`config.mk`:
```
export PLATFORM = sky130hd
export DESIGN_NAME = execute_datapath
export DESIGN_NICKNAME = d
export VERILOG_FILES = /design/src/rtl/execute_datapath.sv
export SDC_FILE = /design/constraint.sdc
export NUM_CORES = 1
export LEC_CHECK = 0
export CAP_MARGIN = 25
export CELL_PAD_IN_SITES_DETAIL_PLACEMENT = 0
export CELL_PAD_IN_SITES_GLOBAL_PLACEMENT = 1
export CORE_ASPECT_RATIO = 0.5
export CORE_UTILIZATION = 37
export CTS_CLUSTER_DIAMETER = 150
export DETAILED_ROUTE_END_ITERATION = 8
export HOLD_SLACK_MARGIN = 0.06
export PLACE_DENSITY = 0.92
export SETUP_SLACK_MARGIN = 0.2
export SLEW_MARGIN = 5
export SYNTH_ARGS = -nofsm -noshare
export SYNTH_HDL_FRONTEND = slang
export SYNTH_SLANG_ARGS = --single-unit
```
`constraint.sdc`:
```
create_clock -name clk -period 5 [get_ports clk]
set_input_delay 0.5 -clock clk [delete_from_list [all_inputs] [get_ports clk]]
set_output_delay 0.5 -clock clk [all_outputs]
set_load 0.05 [all_outputs]
```
`src/rtl/execute_datapath.sv`:
```
// Execute datapath: accumulator/stack datapath behind fetch/control.
// Holds ACC, SP, MDR, ALUOut and OutPort. Extends the immediate, selects ALU
// operands and evaluates branches. Feeds next-PC, SP and write data back to fetch.
module execute_datapath #(
  parameter logic [15:0] SP_INIT  = 16'h03FE,
  parameter logic [15:0] OUT_INIT = 16'h0000
) (
  input  logic        clk,
  input  logic        reset,
  input  logic [15:0] IROut,
  input  logic [15:0] PCOut,
  input  logic [15:0] DataOut,
  input  logic [15:0] InPort,
  input  logic        MemOutWrite,
  input  logic        ACCWrite,
  input  logic        SPWrite,
  input  logic        SignExt,
  input  logic [1:0]  ALUSrcA,
  input  logic [1:0]  ALUSrcB,
  input  logic [2:0]  ALUOp,
  input  logic [1:0]  ACCSrc,
  input  logic        SPSrc,
  input  logic [1:0]  PCSrc,
  input  logic [1:0]  BranchCond,
  input  logic        BranchCycle,
  input  logic        MemData,
  input  logic        OutWrite,
  output logic [15:0] ALUOut,
  output logic [15:0] SPOut,
  output logic [15:0] ACCOut,
  output logic [15:0] PCin,
  output logic        DoBranch,
  output logic [15:0] din,
  output logic [15:0] OutPort
);

  logic [15:0] aluout_q, acc_q, mdr_q, sp_q, out_q;
  logic [15:0] aluout_d, acc_d, mdr_d, sp_d, out_d;
  logic [15:0] imm16, op_a, op_b, alu_res;
  logic        cond;

  // Only the low byte of IR is consumed here; the opcode byte is decoded upstream.
  logic unused_ir;
  assign unused_ir = ^IROut[15:8];

  assign imm16 = SignExt ? {{8{IROut[7]}}, IROut[7:0]} : {8'h00, IROut[7:0]};

  // Operand muxes and ALU; everything wraps modulo 2^16.
  always_comb begin
    op_a = PCOut;
    case (ALUSrcA)
      2'd0: op_a = PCOut;
      2'd1: op_a = acc_q;
      2'd2: op_a = sp_q;
      2'd3: op_a = mdr_q;
    endcase
    op_b = imm16;
    case (ALUSrcB)
      2'd0: op_b = imm16;
      2'd1: op_b = 16'd1;
      2'd2: op_b = mdr_q;
      2'd3: op_b = acc_q;
    endcase
    alu_res = '0;
    case (ALUOp)
      3'd0: alu_res = op_a + op_b;
      3'd1: alu_res = op_a - op_b;
      3'd2: alu_res = op_a & op_b;
      3'd3: alu_res = op_a | op_b;
      3'd4: alu_res = op_a ^ op_b;
      3'd5: alu_res = {op_a[14:0], 1'b0};
      3'd6: alu_res = {op_a[15], op_a[15:1]};
      3'd7: alu_res = op_b;
    endcase
  end

  // Branch condition on the pre-edge ACC; forced low outside branch cycles and in reset.
  always_comb begin
    cond = 1'b1;
    case (BranchCond)
      2'd0: cond = (acc_q == 16'd0);
      2'd1: cond = (acc_q != 16'd0);
      2'd2: cond = acc_q[15];
      2'd3: cond = 1'b1;
    endcase
    DoBranch = BranchCycle & cond & ~reset;
  end

  // Next-PC and memory write-data selection, no latency.
  always_comb begin
    PCin = alu_res;
    case (PCSrc)
      2'd0: PCin = alu_res;
      2'd1: PCin = aluout_q;
      2'd2: PCin = {PCOut[15:8], IROut[7:0]};
      2'd3: PCin = mdr_q;
    endcase
    din = MemData ? PCOut : acc_q;
  end

  // Next-state selection; every source is a pre-edge value.
  always_comb begin
    aluout_d = alu_res;
    mdr_d    = MemOutWrite ? DataOut : mdr_q;
    acc_d    = acc_q;
    if (ACCWrite) begin
      case (ACCSrc)
        2'd0: acc_d = aluout_q;
        2'd1: acc_d = mdr_q;
        2'd2: acc_d = imm16;
        2'd3: acc_d = InPort;
      endcase
    end
    sp_d  = SPWrite ? (SPSrc ? alu_res : aluout_q) : sp_q;
    out_d = OutWrite ? acc_q : out_q;
  end

  // State registers; reset overrides every write enable.
  always_ff @(posedge clk) begin
    if (reset) begin
      aluout_q <= '0;
      acc_q    <= '0;
      mdr_q    <= '0;
      sp_q     <= SP_INIT;
      out_q    <= OUT_INIT;
    end else begin
      aluout_q <= aluout_d;
      acc_q    <= acc_d;
      mdr_q    <= mdr_d;
      sp_q     <= sp_d;
      out_q    <= out_d;
    end
  end

  assign ALUOut  = aluout_q;
  assign SPOut   = sp_q;
  assign ACCOut  = acc_q;
  assign OutPort = out_q;

endmodule

```
==> results.yml, run 1 <==
flow_run:
  maxCapViolCount: 0
timing:
  period_minus_slack_ps: 4890
  slew_viol_final: 0
  fmaxAchievable_mhz: 204
  rsz0062_at_grt: "yes"
  hold_violations: 0
  post-route-period-util_pct: 97.9
  setup_viol: 0
  tightest_slew_ps: 977
  fin_ws_ps: 107
  slew_headroom_pct: 34.7
  skew_ps: 11.4
detailed_routing:
  vias: 7702
  ant_nets: 0
  wirelength_mm: 29.1
  via_per_inst: 5.68
  firstDrtPassIters: 5
  drc_errors: 0
  drtIter0Drc: 722
  avgRoutedWirePerCell_um: 21.5
yosys:
  yosysTopAreaCell: "dfxtp_1"
  syn-cell-area_mm2: 0.00710
  syn_area_per_cell_um2: 8.92
  async_flop_share_pct: 0
  synth_edf_count: 0
  synth_seq_cells: 80
  synth_nets: 933
  netlist_instances: 796
  yosysSeqAreaShare_pct: 22.6
  synthFlopType: "dfxtp_1"
  yosys_warnings: 0
  synth.area.top_cells: "dfxtp_1 (23%), mux4_2 (15%), mux2i_1 (10%)"
  synth.lib_cells_used.distinct: 66
  netlist.area_leader.share_pct: 22.6
place:
  dp_slack_ps: -434
  place_congestion: 0.990
  dp_hpwl_mm: 22.2
  io_buffers: 175
  placedInstanceArea_mm2: 0.0100
pwr:
  p_per_area_mw_per_mm2: 273
  intPower_w: 0.00175
  seqPwrFrac_pct: 25.4
  leakage_nw: 4.81
  power.share.clock_pct: 21.2
  power_switching_w: 0.00122
  max-vdd-ir-drop_uv: 204
  power.total_w: 0.00297
  p_comb_share_pct: 53.4
  swShare_pct: 41.2
worst_setup_path:
  worstPathMaxFanout: 8
  reg2reg_depth: 20
  required_ps: 4500
  cp-end-kind: "primary output"
  r2r_slack_ps: 1000
  rr_startpoint: "mdr_q[1]$_SDFFE_PP0P_"
  cp-start-kind: "primary input"
  path_class: "in -> out"
  cp.arrival_ps: 4390
  r2r-end: "SPOut[13]$_SDFFE_PP0P_"
clock_network:
  numCtsBuffers: 9
  htree_levels: 3
  cts_tree: "done"
  cts_root_buf: "clkbuf_16"
  clk_pin_slew_worst_paths_ps: 60
  max-clock-path-buffers: 2
  insertion_delay_ps: 340
  cts_hold_buf: 0
  clock-sinks: 80
final_layout:
  final_common_cell: "buf_4"
  areaGrowthSynthToFinish_pct: 53.2
  nFillCells: 1603
  drive_above_1_share_pct: 30.7
  mostFrequentLayoutCells: "buf_4 (161), clkdlybuf4s50_1 (148), nor2_1 (108), dfxtp_1 (79), mux2i_1 (68)"
  final_nets: 1230
  diodes: 0
  final_cell_area_mm2: 0.0109
global_route:
  grt_pass1_vias: 7436
  grt.total_usage_pct: 29.1
  grt_pass1_wl_mm: 43.9
  grt_max_degree: 75
  antenna_found_initial: 0
  overflow: 0
floorplan:
  fp.dieArea_mm2: 0.0198
  initial_core_util_pct: 38.1
  ios: 184
  core-area_mm2: 0.0186
  die_x_um: 198
  fp.dieH_um: 99.9
  num_rows: 35
outcome:
  outcome: "finished, final reports clean"
worst_hold_path:
  hold_path.class: "reg -> reg"
  worstHoldEndpoint: "OutPort[4]$_SDFFE_PP0P_"
  whs_path_depth: 2
  hp-start: "OutPort[4]$_SDFFE_PP0P_"
==> synth_stat cells, types with 4 or more instances <==
library cell	count
o2bb2ai_1	6
and3_1	8
mux4_2	46
dfxtp_1	80
a211o_1	7
mux2i_1	72
buf_2	5
nor2_1	110
nand2b_1	6
o21ai_0	30
nand3_1	5
clkbuf_1	37
o21a_1	6
a31oi_1	8
inv_1	50
o21ai_1	8
nand2_1	39
nor4_1	8
a211oi_1	8
and2_1	6
nor3_1	14
a21oi_2	5
inv_2	4
xnor2_1	19
o31ai_1	6
a22oi_1	5
buf_1	9
buf_6	4
a21o_1	5
a21oi_1	45
or3_1	8
ha_1	49
mux2_2	23
a221oi_1	11
==> registers in the layout, summed over array words and instances, names as in the netlist <==
signal,flops
ALUOut,16
mdr_q,16
SPOut,16
ACCOut,16
OutPort,16
==> power by group through the flow <==
stage	logic, W	registers, W	clock network [W]
after global placement	0.00141	0.000759	0
after CTS	0.00149	0.000746	0.000643
after detailed placement	0.00144	0.000761	0
after floorplan	0.000732	0.000879	0
after global routing	0.00168	0.000755	0.000672
final	0.00159	0.000753	0.000631
==> kinds of logic (layout without fill, tap and decap cells) <==
family,count (synthesis),after routing,share of synthesized area (%)
AO/OA/AOI/OAI,171,171,16.4
multiplexers,143,143,28.7
flip-flops,80,80,22.6
AND/OR/NAND/NOR,219,219,14.3
adder cells (fa/ha/maj),50,50,8.92
XOR/XNOR,22,22,2.71
buffers and inverters,111,413,6.38
==> worst max-delay path by stage <==
stage / start / to
floorplan: ALUSrcB[1] / PCin[14]
global placement: ALUSrcB[1] / PCin[14]
detailed placement: ALUSrcB[1] / PCin[13]
CTS: mdr_q[0]$_SDFFE_PP0P_ / PCin[0]
global route: ALUSrcB[1] / PCin[13]
finish: ALUSrcB[1] / PCin[14]
==> final cells by class <==
cell class | instances | area [um2] | area share (%)
timing repair buffer | 341 | 3110 | 28.5
clock buffer | 9 | 225 | 2.07
sequential | 80 | 1600 | 14.7
clock inverter | 7 | 65.1 | 0.598
tap | 259 | 324 | 2.98
multi-input combinational | 605 | 5350 | 49.1
inverter | 56 | 210 | 1.93
==> stage by stage <==
| stage | cells | hold WS (ps) | setup TNS, ps | util, % |
|---|---|---|---|---|
| after CTS | 1346 | 495 | 0 | 56.8 |
| after global placement | 1306 | 476 | -2060 | 53.6 |
| after global routing | 1357 | 516 | 0 | 58.4 |
| after detailed placement | 1307 | 484 | -2690 | 53.8 |
| after floorplan | 796 | 506 | 0 | - |
| final | 1357 | 498 | 0 | 58.4 |
==> metal layers <==
layer	wire, um	global-route usage, %	vias up
met5	0	0	-
met4	964	9.90	0
met3	2970	6.35	76
met2	12500	43.7	419
met1	12700	41.1	3699
li1	-	-	3508
==> worst max-delay path, stage by stage <==
cell,delay [ps]
buf_6,70
buf_8,120
mux2i_2,220
nor2_1,80
a21oi_2,210
buf_4,160
buf_4,100
buf_4,100
buf_4,110
o21ai_2,60
fa_2,350
and2b_2,260
o211ai_4,90
a2111oi_4,440
nor2_1,110
nor4b_4,140
or3_1,310
a32o_2,300
mux4_2,490
buf_8,170
==> timing repair <==
action                     4_1_cts  5_1_grt
resized for setup               47       48
setup buffers                   22       10
setup endpoints to repair       11       10
pin swaps                       20       22
cloned                           1        0
(Power assumes the default switching activity.)
==> run 2, diff against run 1 <==
--- a/config.mk
+++ b/config.mk
@@ -11,6 +11,7 @@
 export CORE_ASPECT_RATIO = 0.5
 export CORE_UTILIZATION = 37
 export CTS_CLUSTER_DIAMETER = 150
+export CTS_CLUSTER_SIZE = 30
 export DETAILED_ROUTE_END_ITERATION = 8
 export HOLD_SLACK_MARGIN = 0.06
 export PLACE_DENSITY = 0.92
==> results of run 2 <==
Same layout as run 1: the final DEF is identical, and so are final timing and power.
==> run 3, diff against run 2 <==
--- a/config.mk
+++ b/config.mk
@@ -10,10 +10,11 @@
 export CELL_PAD_IN_SITES_GLOBAL_PLACEMENT = 1
 export CORE_ASPECT_RATIO = 0.5
 export CORE_UTILIZATION = 37
-export CTS_CLUSTER_DIAMETER = 150
+export CTS_CLUSTER_DIAMETER = 100
 export CTS_CLUSTER_SIZE = 30
 export DETAILED_ROUTE_END_ITERATION = 8
 export HOLD_SLACK_MARGIN = 0.06
+export MAX_ROUTING_LAYER = met4
 export PLACE_DENSITY = 0.92
 export SETUP_SLACK_MARGIN = 0.2
 export SLEW_MARGIN = 5
==> results.yml, run 3 (synthesized netlist as in run 1, its figures left out) <==
timing:
  hold_ws_ps: 495
  post-route-period-util_pct: 97.6
  setup_viol: 0
  tightest_slew_ps: 1050
  hold_violations: 0
  skew_ps: 9.38
  fmaxAchievable_mhz: 205
  rsz0062_at_grt: "yes"
  period_minus_slack_ps: 4880
  tns_ps: 0
  fin_ws_ps: 122
  slew_headroom_pct: 29.7
  slew_viol_final: 0
final_layout:
  final_cell_area_mm2: 0.0107
  mostFrequentLayoutCells: "buf_4 (150), clkdlybuf4s50_1 (146), nor2_1 (106), dfxtp_1 (78), mux2i_1 (70)"
  final_nets: 1216
  final_common_cell: "buf_4"
  diodes: 0
  final_util_pct: 57.6
  drive_above_1_share_pct: 29.5
  nFillCells: 1595
  areaGrowthSynthToFinish_pct: 50.9
detailed_routing:
  via_per_inst: 5.69
  drc_errors: 0
  wirelength_mm: 29.0
  avgRoutedWirePerCell_um: 21.6
  met2_wirelength_mm: 12.5
  drtIter0Drc: 668
  vias: 7647
  firstDrtPassIters: 6
  met1_length_mm: 12.8
  top_layer: "met4"
  ant_nets: 0
  met3_length_mm: 3.09
floorplan:
  ios: 184
  die_x_um: 198
  core-area_mm2: 0.0186
  fp.dieArea_mm2: 0.0198
  initial_core_util_pct: 38.1
  fp.dieH_um: 99.9
  num_rows: 35
place:
  dp_hpwl_mm: 22.6
  dp_slack_ps: -566
  place_congestion: 1.02
  placedInstanceArea_mm2: 0.0100
  io_buffers: 175
worst_setup_path:
  cp_slowest_cell: "mux4_2"
  cp-end-kind: "primary output"
  slowest_delay_ps: 540
  crit_family: "compound AO/OA/AOI/OAI gates"
  worst-path-buf-inv: 6
  required_ps: 4500
  worstPathMaxFanout: 5
  reg2reg_depth: 18
  crit_path_cell_trace: "buf_8 -> buf_8 -> mux2_4 -> a2bb2oi_4 -> buf_6 -> nor3_4 -> buf_6 -> nor2_4 -> xnor2_2 -> ha_1 -> o211ai_1 -> a21oi_2 -> o31a_1 -> o311ai_2 -> buf_4 -> nand2_4 -> xnor2_2 -> mux4_2 -> o31ai_4 -> buf_12"
  path_class: "in -> out"
  cp.arrival_ps: 4380
  cp-start-kind: "primary input"
  cp_num_cells: 20
global_route:
  grt.total_usage_pct: 30.2
  antenna_found_initial: 0
  grt_pass1_wl_mm: 44.1
  overflow: 0
  grt_pass1_vias: 7412
  grt_max_degree: 75
worst_hold_path:
  whs_path_depth: 2
  hold_path.class: "reg -> reg"
outcome:
  outcome: "finished, final reports clean"
pwr:
  max-vdd-ir-drop_uv: 186
  leakage_nw: 4.74
  p_per_area_mw_per_mm2: 277
clock_network:
  clk_pin_slew_worst_paths_ps: 60
  cts_hold_buf: 0
  htree_levels: 3
  cts_root_buf: "clkbuf_16"
  numCtsBuffers: 9
  max-clock-path-buffers: 2
  clock-sinks: 80
  insertion_delay_ps: 340
  cts_tree: "done"
flow_run:
  maxCapViolCount: 0
run 3: cell types whose count changed in the layout (fill, tap and decap cells not counted), moves of 2 or more:
| cell | before | now |
|---|---|---|
| buf_4 | 161 | 150 |
| clkdlybuf4s50_1 | 148 | 146 |
| dlygate4sd2_1 | 5 | 7 |
| ha_1 | 48 | 46 |
| mux2i_1 | 68 | 70 |
| nor2_1 | 108 | 106 |
| nor3_1 | 7 | 9 |
| nor3_2 | 5 | 3 |
run 3: repair_timing:
item	4_1_cts	5_1_grt
setup buffers	10	4
hold endpoints to repair	0	0
gates resized for setup	57	36
cloned	2	0
endpoints found under the setup margin	11	8
pin swaps	30	18
run 3: area by class of cell:
type,instances,area [um2],share of cell area [%]
tap,259,324,3.03
clock inverter,6,67.6,0.631
clock buffer,10,229,2.14
timing repair buffer,327,2960,27.6
inverter,56,210,1.96
multi-input combinational,605,5320,49.7
sequential,80,1600,15.0
run 3: report_power, final:
part	switching, W	leakage [nW]	internal (W)	total, W
Combinational	0.000861	3.94	0.000695	0.00156
Clock	0.000266	0.139	0.000389	0.000654
Sequential	0.0000666	0.659	0.000687	0.000753
Total	0.00119	4.74	0.00177	0.00296
run 3: worst paths after layout:
check | start | endpoint | slack, ps
min reg2reg | OutPort[3]$_SDFFE_PP0P_ | OutPort[3]$_SDFFE_PP0P_ | 500
min | OutPort[3]$_SDFFE_PP0P_ | OutPort[3]$_SDFFE_PP0P_ | 500
max reg2reg | mdr_q[0]$_SDFFE_PP0P_ | SPOut[13]$_SDFFE_PP0P_ | 1080
max | ALUSrcB[1] | PCin[13] | 120
run 3: per-layer routing:
metal,up-vias,global-route usage [%]
li1,3466,-
met1,3736,41.0
met2,397,44.9
met3,48,7.33
met4,0,7.87
met5,-,-
run 3: worst reg2reg max path: stages, from the launching register on:
cell	delay, ps
dfxtp_2	420
mux2_4	200
a2bb2oi_4	170
inv_2	70
ha_4	170
buf_4	130
nor2_2	110
xnor2_1	130
ha_1	270
o211ai_1	250
a21oi_2	70
o31a_1	350
o311ai_2	310
buf_4	180
nand2_4	50
xnor2_2	130
mux4_2	540
buf_4	180
o21ai_0	140
run 3: metrics by stage:
stage | power [W] | instances
after global routing | 0.00309 | 1343
after CTS | 0.00290 | 1338
final | 0.00296 | 1343
after floorplan | 0.00161 | 796
after detailed placement | 0.00221 | 1310
after global placement | 0.00218 | 1309
